**src/rtl/adc_readout_ctrl.sv**
```systemverilog
// Sequences a multi-channel serial ADC and its downstream word parser, emitting
// {channel, word} samples on a valid/ready stream. Optional: ADC_CTRL_CONTINUOUS_EN.
module adc_readout_ctrl #(
  parameter int NUM_CH     = 4,
  parameter int DATA_W     = 15,
  parameter int SETTLE_CYC = 8,
  parameter int CONV_CYC   = 40,
  parameter int SCK_HALF   = 2,
  parameter int WORD_TO    = 4,
  localparam int CH_W      = (NUM_CH > 1) ? $clog2(NUM_CH) : 1
) (
  input  logic                   clk,
  input  logic                   rst,
  input  logic                   start_i,
  output logic                   busy_o,
  output logic                   done_o,
  output logic                   err_o,
  output logic [CH_W-1:0]        ch_sel_o,
  output logic                   adc_cnv_o,
  output logic                   adc_sck_o,
  input  logic                   adc_sdo_i,
  output logic                   bit_valid_o,
  output logic                   bit_o,
  input  logic                   word_valid_i,
  input  logic [DATA_W-1:0]      word_i,
  output logic                   out_valid_o,
  output logic [CH_W+DATA_W-1:0] out_data_o,
  input  logic                   out_ready_i
);

  localparam int SET_W = (SETTLE_CYC > 1) ? $clog2(SETTLE_CYC) : 1;
  localparam int CNV_W = (CONV_CYC > 1) ? $clog2(CONV_CYC) : 1;
  localparam int PH_W  = $clog2(2 * SCK_HALF);
  localparam int BIT_W = (DATA_W > 1) ? $clog2(DATA_W) : 1;
  localparam int TO_W  = (WORD_TO > 1) ? $clog2(WORD_TO) : 1;
  localparam int OUT_W = CH_W + DATA_W;

  localparam logic [SET_W-1:0] SET_LAST = SET_W'(SETTLE_CYC - 1);
  localparam logic [CNV_W-1:0] CNV_LAST = CNV_W'(CONV_CYC - 1);
  localparam logic [PH_W-1:0]  PH_LAST  = PH_W'(2 * SCK_HALF - 1);
  localparam logic [PH_W-1:0]  PH_RISE  = PH_W'(SCK_HALF);
  localparam logic [BIT_W-1:0] BIT_LAST = BIT_W'(DATA_W - 1);
  localparam logic [TO_W-1:0]  TO_LAST  = TO_W'(WORD_TO - 1);
  localparam logic [CH_W-1:0]  CH_LAST  = CH_W'(NUM_CH - 1);

  typedef enum logic [2:0] {
    S_IDLE,
    S_SETTLE,
    S_CONV,
    S_SHIFT,
    S_WAIT,
    S_OUT
  } state_t;

  state_t             state_q, state_d;
  logic [CH_W-1:0]    ch_q, ch_d;
  logic [SET_W-1:0]   set_cnt_q, set_cnt_d;
  logic [CNV_W-1:0]   cnv_cnt_q, cnv_cnt_d;
  logic [PH_W-1:0]    ph_q, ph_d;
  logic [BIT_W-1:0]   bit_cnt_q, bit_cnt_d;
  logic [TO_W-1:0]    to_cnt_q, to_cnt_d;
  logic [DATA_W-1:0]  word_q, word_d;
  logic               got_q, got_d;
  logic               busy_q, busy_d;
  logic               done_q, done_d;
  logic               err_q, err_d;
  logic               cnv_q, cnv_d;
  logic               sck_q, sck_d;
  logic               bv_q, bv_d;
  logic               bit_q, bit_d;
  logic               ov_q, ov_d;
  logic [OUT_W-1:0]   od_q, od_d;
  logic               win;

  always_ff @(posedge clk) begin
    if (rst) begin
      state_q   <= S_IDLE;
      ch_q      <= '0;
      set_cnt_q <= '0;
      cnv_cnt_q <= '0;
      ph_q      <= '0;
      bit_cnt_q <= '0;
      to_cnt_q  <= '0;
      word_q    <= '0;
      got_q     <= 1'b0;
      busy_q    <= 1'b0;
      done_q    <= 1'b0;
      err_q     <= 1'b0;
      cnv_q     <= 1'b0;
      sck_q     <= 1'b0;
      bv_q      <= 1'b0;
      bit_q     <= 1'b0;
      ov_q      <= 1'b0;
      od_q      <= '0;
    end else begin
      state_q   <= state_d;
      ch_q      <= ch_d;
      set_cnt_q <= set_cnt_d;
      cnv_cnt_q <= cnv_cnt_d;
      ph_q      <= ph_d;
      bit_cnt_q <= bit_cnt_d;
      to_cnt_q  <= to_cnt_d;
      word_q    <= word_d;
      got_q     <= got_d;
      busy_q    <= busy_d;
      done_q    <= done_d;
      err_q     <= err_d;
      cnv_q     <= cnv_d;
      sck_q     <= sck_d;
      bv_q      <= bv_d;
      bit_q     <= bit_d;
      ov_q      <= ov_d;
      od_q      <= od_d;
    end
  end

  always_comb begin
    state_d   = state_q;
    ch_d      = ch_q;
    set_cnt_d = set_cnt_q;
    cnv_cnt_d = cnv_cnt_q;
    ph_d      = ph_q;
    bit_cnt_d = bit_cnt_q;
    to_cnt_d  = to_cnt_q;
    word_d    = word_q;
    got_d     = got_q;
    busy_d    = busy_q;
    done_d    = 1'b0;
    err_d     = err_q;
    cnv_d     = 1'b0;
    sck_d     = 1'b0;
    bv_d      = 1'b0;
    bit_d     = bit_q;
    ov_d      = ov_q;
    od_d      = od_q;

    // The parser answers one cycle after the last bit pulse, which can still be
    // inside the final SCK-high phase, so the word window opens there already.
    win = ((state_q == S_SHIFT) && (bit_cnt_q == BIT_LAST) && (ph_q > PH_RISE)) ||
          (state_q == S_WAIT);
    if (win && !got_q) begin
      if (word_valid_i) begin
        word_d = word_i;
        got_d  = 1'b1;
      end else if (to_cnt_q == TO_LAST) begin
        word_d = '0;
        got_d  = 1'b1;
        err_d  = 1'b1;
      end else begin
        to_cnt_d = to_cnt_q + TO_W'(1);
      end
    end

    unique case (state_q)
      S_IDLE: begin
        if (start_i && !busy_q) begin
          state_d   = S_SETTLE;
          ch_d      = '0;
          busy_d    = 1'b1;
          err_d     = 1'b0;
          set_cnt_d = '0;
        end else begin
          busy_d = 1'b0;
        end
      end

      S_SETTLE: begin
        if (set_cnt_q == SET_LAST) begin
          state_d   = S_CONV;
          set_cnt_d = '0;
          cnv_cnt_d = '0;
          cnv_d     = 1'b1;
        end else begin
          set_cnt_d = set_cnt_q + SET_W'(1);
        end
      end

      S_CONV: begin
        if (cnv_cnt_q == CNV_LAST) begin
          state_d   = S_SHIFT;
          cnv_cnt_d = '0;
          ph_d      = '0;
          bit_cnt_d = '0;
          to_cnt_d  = '0;
          got_d     = 1'b0;
        end else begin
          cnv_d     = 1'b1;
          cnv_cnt_d = cnv_cnt_q + CNV_W'(1);
        end
      end

      S_SHIFT: begin
        if (ph_q == PH_LAST) begin
          ph_d = '0;
          if (bit_cnt_q == BIT_LAST) begin
            state_d = S_WAIT;
          end else begin
            bit_cnt_d = bit_cnt_q + BIT_W'(1);
          end
        end else begin
          ph_d = ph_q + PH_W'(1);
        end
        // Outputs describe the phase the counter moves into.
        if (state_d == S_SHIFT) begin
          sck_d = (ph_d >= PH_RISE);
          bv_d  = (ph_d == PH_RISE);
          if (ph_d == PH_RISE) begin
            bit_d = adc_sdo_i;
          end
        end
      end

      S_WAIT: begin
        if (got_d) begin
          state_d = S_OUT;
          ov_d    = 1'b1;
          od_d    = {ch_q, word_d};
        end
      end

      S_OUT: begin
        if (out_ready_i) begin
          ov_d = 1'b0;
          if (ch_q == CH_LAST) begin
            done_d = 1'b1;
`ifdef ADC_CTRL_CONTINUOUS_EN
            ch_d      = '0;
            state_d   = S_SETTLE;
            set_cnt_d = '0;
`else
            state_d = S_IDLE;
`endif
          end else begin
            ch_d      = ch_q + CH_W'(1);
            state_d   = S_SETTLE;
            set_cnt_d = '0;
          end
        end
      end

      default: state_d = S_IDLE;
    endcase
  end

  assign busy_o      = busy_q;
  assign done_o      = done_q;
  assign err_o       = err_q;
  assign ch_sel_o    = ch_q;
  assign adc_cnv_o   = cnv_q;
  assign adc_sck_o   = sck_q;
  assign bit_valid_o = bv_q;
  assign bit_o       = bit_q;
  assign out_valid_o = ov_q;
  assign out_data_o  = od_q;

endmodule

```
**config.mk**
```make
export PLATFORM = sky130hd
export DESIGN_NAME = adc_readout_ctrl
export DESIGN_NICKNAME = d
export VERILOG_FILES = /design/src/rtl/adc_readout_ctrl.sv
export SDC_FILE = /design/constraint.sdc
export NUM_CORES = 1
export LEC_CHECK = 0
export CORE_MARGIN = 4
export CORE_UTILIZATION = 45
export CTS_BUF_LIST = sky130_fd_sc_hd__clkbuf_4
export CTS_CLUSTER_DIAMETER = 100
export DETAILED_ROUTE_END_ITERATION = 6
export DONT_BUFFER_PORTS = 1
export GPL_TIMING_DRIVEN = 0
export HOLD_SLACK_MARGIN = 0.03
export PLACE_DENSITY = 0.68
export SKIP_CTS_REPAIR_TIMING = 1
export SLEW_MARGIN = 20
export SYNTH_ARGS = -nofsm -noshare
export SYNTH_HDL_FRONTEND = slang
export SYNTH_SLANG_ARGS = --single-unit
export TNS_END_PERCENT = 5
```
**constraint.sdc**
```tcl
create_clock -name clk -period 2.9 [get_ports clk]
set_clock_uncertainty 0.1 [all_clocks]
set_input_delay 0.29 -clock clk [delete_from_list [all_inputs] [get_ports clk]]
set_output_delay 0.29 -clock clk [all_outputs]
set_load 0.01 [all_outputs]
```
Word level (Yosys, flattened, before mapping)
Cells that the tools add are included.

word-level totals
  flip-flop bits (word level) = 63
  bits of input ports = 21
  output and inout port bits = 27
  logic and storage cells = 131

operators by class
  $add $sub $neg = 6
  magnitude comparators = 2
  equality and inequality tests = 21
  muxes and demuxes = 56
  bitwise logic cells = 4
  reductions and logical operators = 24

operators by type and width
  cell                   number
  $mux W15               3
  $mux W3                12
  $mux W2                11
  $pmux W3 S6            1
  $mux W1                17
  $mux W4                3
  $mux W6                2
  $ne A2 B2 Y1 const B   6
  $pmux W6 S2            1
  $reduce_and A4 Y1      3
  $eq A3 B2 Y1 const B   3
  $eq A3 B3 Y1 const B   3
  $pmux W3 S3            1
  $eq A2 B2 Y1 const B   4
  $pmux W2 S2            2
  $pmux W4 S2            1
  $reduce_bool A2 Y1     4
  $add A2 B1 Y2 const B  3
  $add A6 B1 Y6 const B  1
  $eq A6 B6 Y1 const B   1
  $reduce_and A2 Y1      3
  $reduce_and A3 Y1      2
  $reduce_or A3 Y1       2
  $reduce_and A5 Y1      1
  14 further kinds       23

Logic depth before layout (Yosys ltp)
  word-level depth = 8
  mapped depth = 9
  mapped depth without buffers = 7

Worst setup path after synthesis
No wires, ideal clock.

  path type = register to register
  start = register bit_cnt_q[0]
  end = register od_q[11], in the netlist out_data_o[11]
  library setup time = 0.138 ns
  data arrival time = 1.774 ns
  setup slack = 0.889 ns
  cell stages (with the launch flop) = 10
  path buffers = 2
  clock period less this slack = 2.011 ns
  cell sequence = dfxtp_1 -> inv_1 -> ha_1 -> and4_1 -> a2bb2oi_2 -> or3_1 -> buf_2 -> buf_6 -> a22oi_2 -> a211oi_1

between the ends
  word-level cells in the longest chain between the ends = 7
  elaborated cells between the ends (all ways) = 8
  those cells by class = 1 x eq/ne; 2 x mux; 5 x reduce/logical

RTL lines
  item                                line  text
  start, declared                     60    logic [BIT_W-1:0] bit_cnt_q, bit_cnt_d;
  start signal, assigned              101   bit_cnt_q <= bit_cnt_d;
  $eq A4 B4 Y1 *                      139   win = ((state_q == S_SHIFT) && (bit_cnt_q == BIT_LAST) && (ph_q > PH_RISE)) ||
  $logic_and A1 B1 Y1 * (2 in a row)  139
  $logic_or A1 B1 Y1 *                139
  $logic_and A1 B1 Y1 *               141   if (win && !got_q) begin
  $mux W1                             141
  $reduce_and A2 Y1 (no source line)  n/a
  end signal, assigned                94    od_q <= '0;
  end signal, assigned                113   od_q <= od_d;
  end, declared                       72    logic [OUT_W-1:0] od_q, od_d;

Every way passes the cells marked *; elsewhere a longest branch is shown, timed or not.
A chain may end at the register's enable or synchronous reset.

Worst setup path in the final report
  start = register ph_q[0]
  end = register od_q[5], in the netlist out_data_o[5]

between the ends
  word-level cells in the longest chain between the ends = 6
  elaborated cells between the ends (all ways) = 7
  those cells by class = 1 x order compare; 2 x mux; 4 x reduce/logical

RTL lines
  item                                line  text
  start, declared                     59    logic [PH_W-1:0] ph_q, ph_d;
  start signal, assigned              100   ph_q <= ph_d;
  $gt A2 B2 Y1 *                      139
  $logic_and A1 B1 Y1 *               139
  $logic_or A1 B1 Y1 *                139
  $logic_and A1 B1 Y1 *               141
  $mux W1                             141
  $reduce_and A2 Y1 (no source line)  n/a

Marked as above.

==> qor.yml <==
status:
  status: "finished clean"
global_route:
  antenna_found_initial: 0
  grt_max_degree: 12
  grt_pass1_wl_um: 9980
  first_global_vias: 2063
  grt_use_total: 0.173
  overflow: 0
yosys:
  synth.distinct_cells: 44
  avgSynthCellArea_um2: 9.13
  synth-async-reset-ratio: 0
  synth_area_mm2: 0.00263
  yosys_most_used_dff: "dfxtp_1"
  syn_inst: 288
  synth_top_area_cell: "dfxtp_1"
  ys_top_cells_by_count: "nor2_1, dfxtp_1, a21oi_1"
  ys_seq_elements: 63
  yosysTopAreaCellShare: 0.480
  yosysSeqAreaShare: 0.480
  synth_area_leaders: "dfxtp_1, nor2_1, a22oi_2"
  synth_edf_count: 0
  yosysWarnings: 0
  syn_nets: 317
  yosysMostFrequentCell: "nor2_1"
worst_setup_path:
  crit_slowest_cell: "dfxtp_1"
  worstSetupPathType: "flip-flop to flip-flop"
  cp_max_fo: 10
  cp_cell_sequence: "ha_1 > and4_1 > a2bb2oi_2 > nor3b_2 > buf_4 > a22oi_2 > a211oi_1"
  max_stage_delay_ns: 0.40
  endpoint_kind: "flip-flop"
  critPathArrivalTime_ns: 2.43
  start_kind: "flip-flop"
  required_ns: 3.10
  crit_family: "simple AND/OR/NAND/NOR gates"
  critPathBufInv: 1
job:
  max-cap-violations: 0
placement:
  port_buffers: 0
  place_hpwl_um: 4210
  place_ws_ns: 0.701
  gp_congestion: 0.876
  postPlaceCellArea_mm2: 0.00272
finish:
  fillers: 527
  area_growth_syn_to_layout_pct: 15.6
  fin_area_mm2: 0.00304
  drive_gt1_frac: 0.119
  final_util: 0.545
  finalNetCount: 344
  diodes: 0
detailed_routing:
  post_drt_wl_per_cell_um: 14.9
  firstDrtPassIters: 4
  drt_iter0_markers: 88
  vias_per_cell: 5.49
  wl_met2_um: 2810
  drc: 0
  top_layer: "met4"
  met3_length_um: 330
  ant_nets: 0
  wl_met1_um: 2580
  vias: 2154
  wl_um: 5840
floorplanning:
  die-area_mm2: 0.00713
  ios: 48
  die_width_um: 84.5
  placement_rows: 27
  initial_core_util: 0.472
  die_height_um: 84.5
  core_mm2: 0.00557
sta:
  worst_pin_slew_ns: 0.759
  rsz0062_at_grt: "no"
  setup_viol: 0
  fin_tns_setup_ns: 0
  max_freq_mhz: 448
  drv_slew: 0
  period_needed_ns: 2.23
  post-route-period-util: 0.770
  worst_slack_ns: 0.667
  final-hold-violation-count: 0
  relSlewSlack: 0.488
power:
  finalPower_w: 0.00163
  power_leakage_nw: 1.09
  ir_drop_uv: 345
  powerDensity_mw_per_mm2: 535
clock_tree:
  ctsHtreeMaxLevel: 3
  clock_path_buffers: 2
  cts_tree: "built"
  cts.sinks: 63
  cts_buffers: 9
  clk_pin_slew_ns: 0.10
  clock_latency_ns: 0.40
  cts_root_buf: "clkbuf_4"
min_path:
  hold_class: "input port to flip-flop"
layer usage:
layer,GRT usage,up-vias
li1,-,1092
met1,0.212,1001
met2,0.286,51
met3,0.0500,10
met4,0.0734,0
met5,0,-
power breakdown:
| part | total [W] | internal [W] | switching (W) |
|---|---|---|---|
| logic | 0.0000771 | 0.0000331 | 0.0000440 |
| clock network | 0.000674 | 0.000356 | 0.000318 |
| registers | 0.000875 | 0.000869 | 0.00000620 |
layout by cell type, fill, tap and decap left out, types with 6 or more instances in the layout:
master and n:
a211oi_1 16, a21oi_1 22, a22oi_1 10, a22oi_2 10, clkbuf_1 11, clkbuf_4 10, dfxtp_1 63, dlygate4sd3_1 16
ha_1 8, nor2_1 68, nor3_1 8, o21ai_0 8, or3_1 6
worst reg2reg max path, delay by kind of cell (launching register included):
family | cells | cell delay [ns]
compound gates | 3 | 0.45
fa+ha+maj | 1 | 0.23
buf+inv | 1 | 0.30
flops | 1 | 0.40
simple gates | 2 | 0.66
worst paths after layout:
path	start	to	slack (ns)	cells past startpoint
worst min register to register	word_q[4]	word_q[4]	0.41	2
worst max-delay path	ph_q[0]	out_data_o[5]	0.67	7
worst max register to register	ph_q[0]	out_data_o[5]	0.67	7
worst min-delay path	word_valid_i	to_cnt_q[0]	0.02	3
flip-flops by register name, summed over array words and instances (netlist names), 2 cells and up:
signal / count
bit_cnt_q: 4
ch_sel_o: 2
cnv_cnt_q: 6
out_data_o: 17
ph_q: 2
set_cnt_q: 3
state_q: 3
to_cnt_q: 2
word_q: 15
cells by family (layout without fill, tap and decap cells):
| family | Yosys count | after routing | share of synthesized area |
|---|---|---|---|
| AOI/OAI and AO/OA | 76 | 76 | 0.211 |
| muxes | 5 | 5 | 0.0195 |
| xor gates and xnor gates | 1 | 1 | 0.00333 |
| and+or+nand+nor | 116 | 116 | 0.217 |
| DFF | 63 | 63 | 0.480 |
| buffers and inverters | 19 | 51 | 0.0319 |
| adders and majority gates | 8 | 8 | 0.0381 |
stage by stage:
step / std cells / hold WS (ns)
detailed placement: 360 / 0.348
global route: 392 / 0.0359
CTS: 376 / -0.0909
global placement: 360 / 0.341
floorplan: 288 / 0.334
finish: 392 / 0.0154
area by class of cell:
| class | instances | area, µm² | area share |
|---|---|---|---|
| clock buffers | 10 | 75.1 | 0.0247 |
| well taps | 72 | 90.1 | 0.0296 |
| plain buffers | 15 | 68.8 | 0.0226 |
| flip-flops and latches | 63 | 1260 | 0.415 |
| inverters | 4 | 15.0 | 0.00494 |
| repair buffers | 16 | 160 | 0.0527 |
| clock inverters | 6 | 85.1 | 0.0280 |
| multi-input cells | 206 | 1280 | 0.423 |
(Power assumes the default switching activity.)
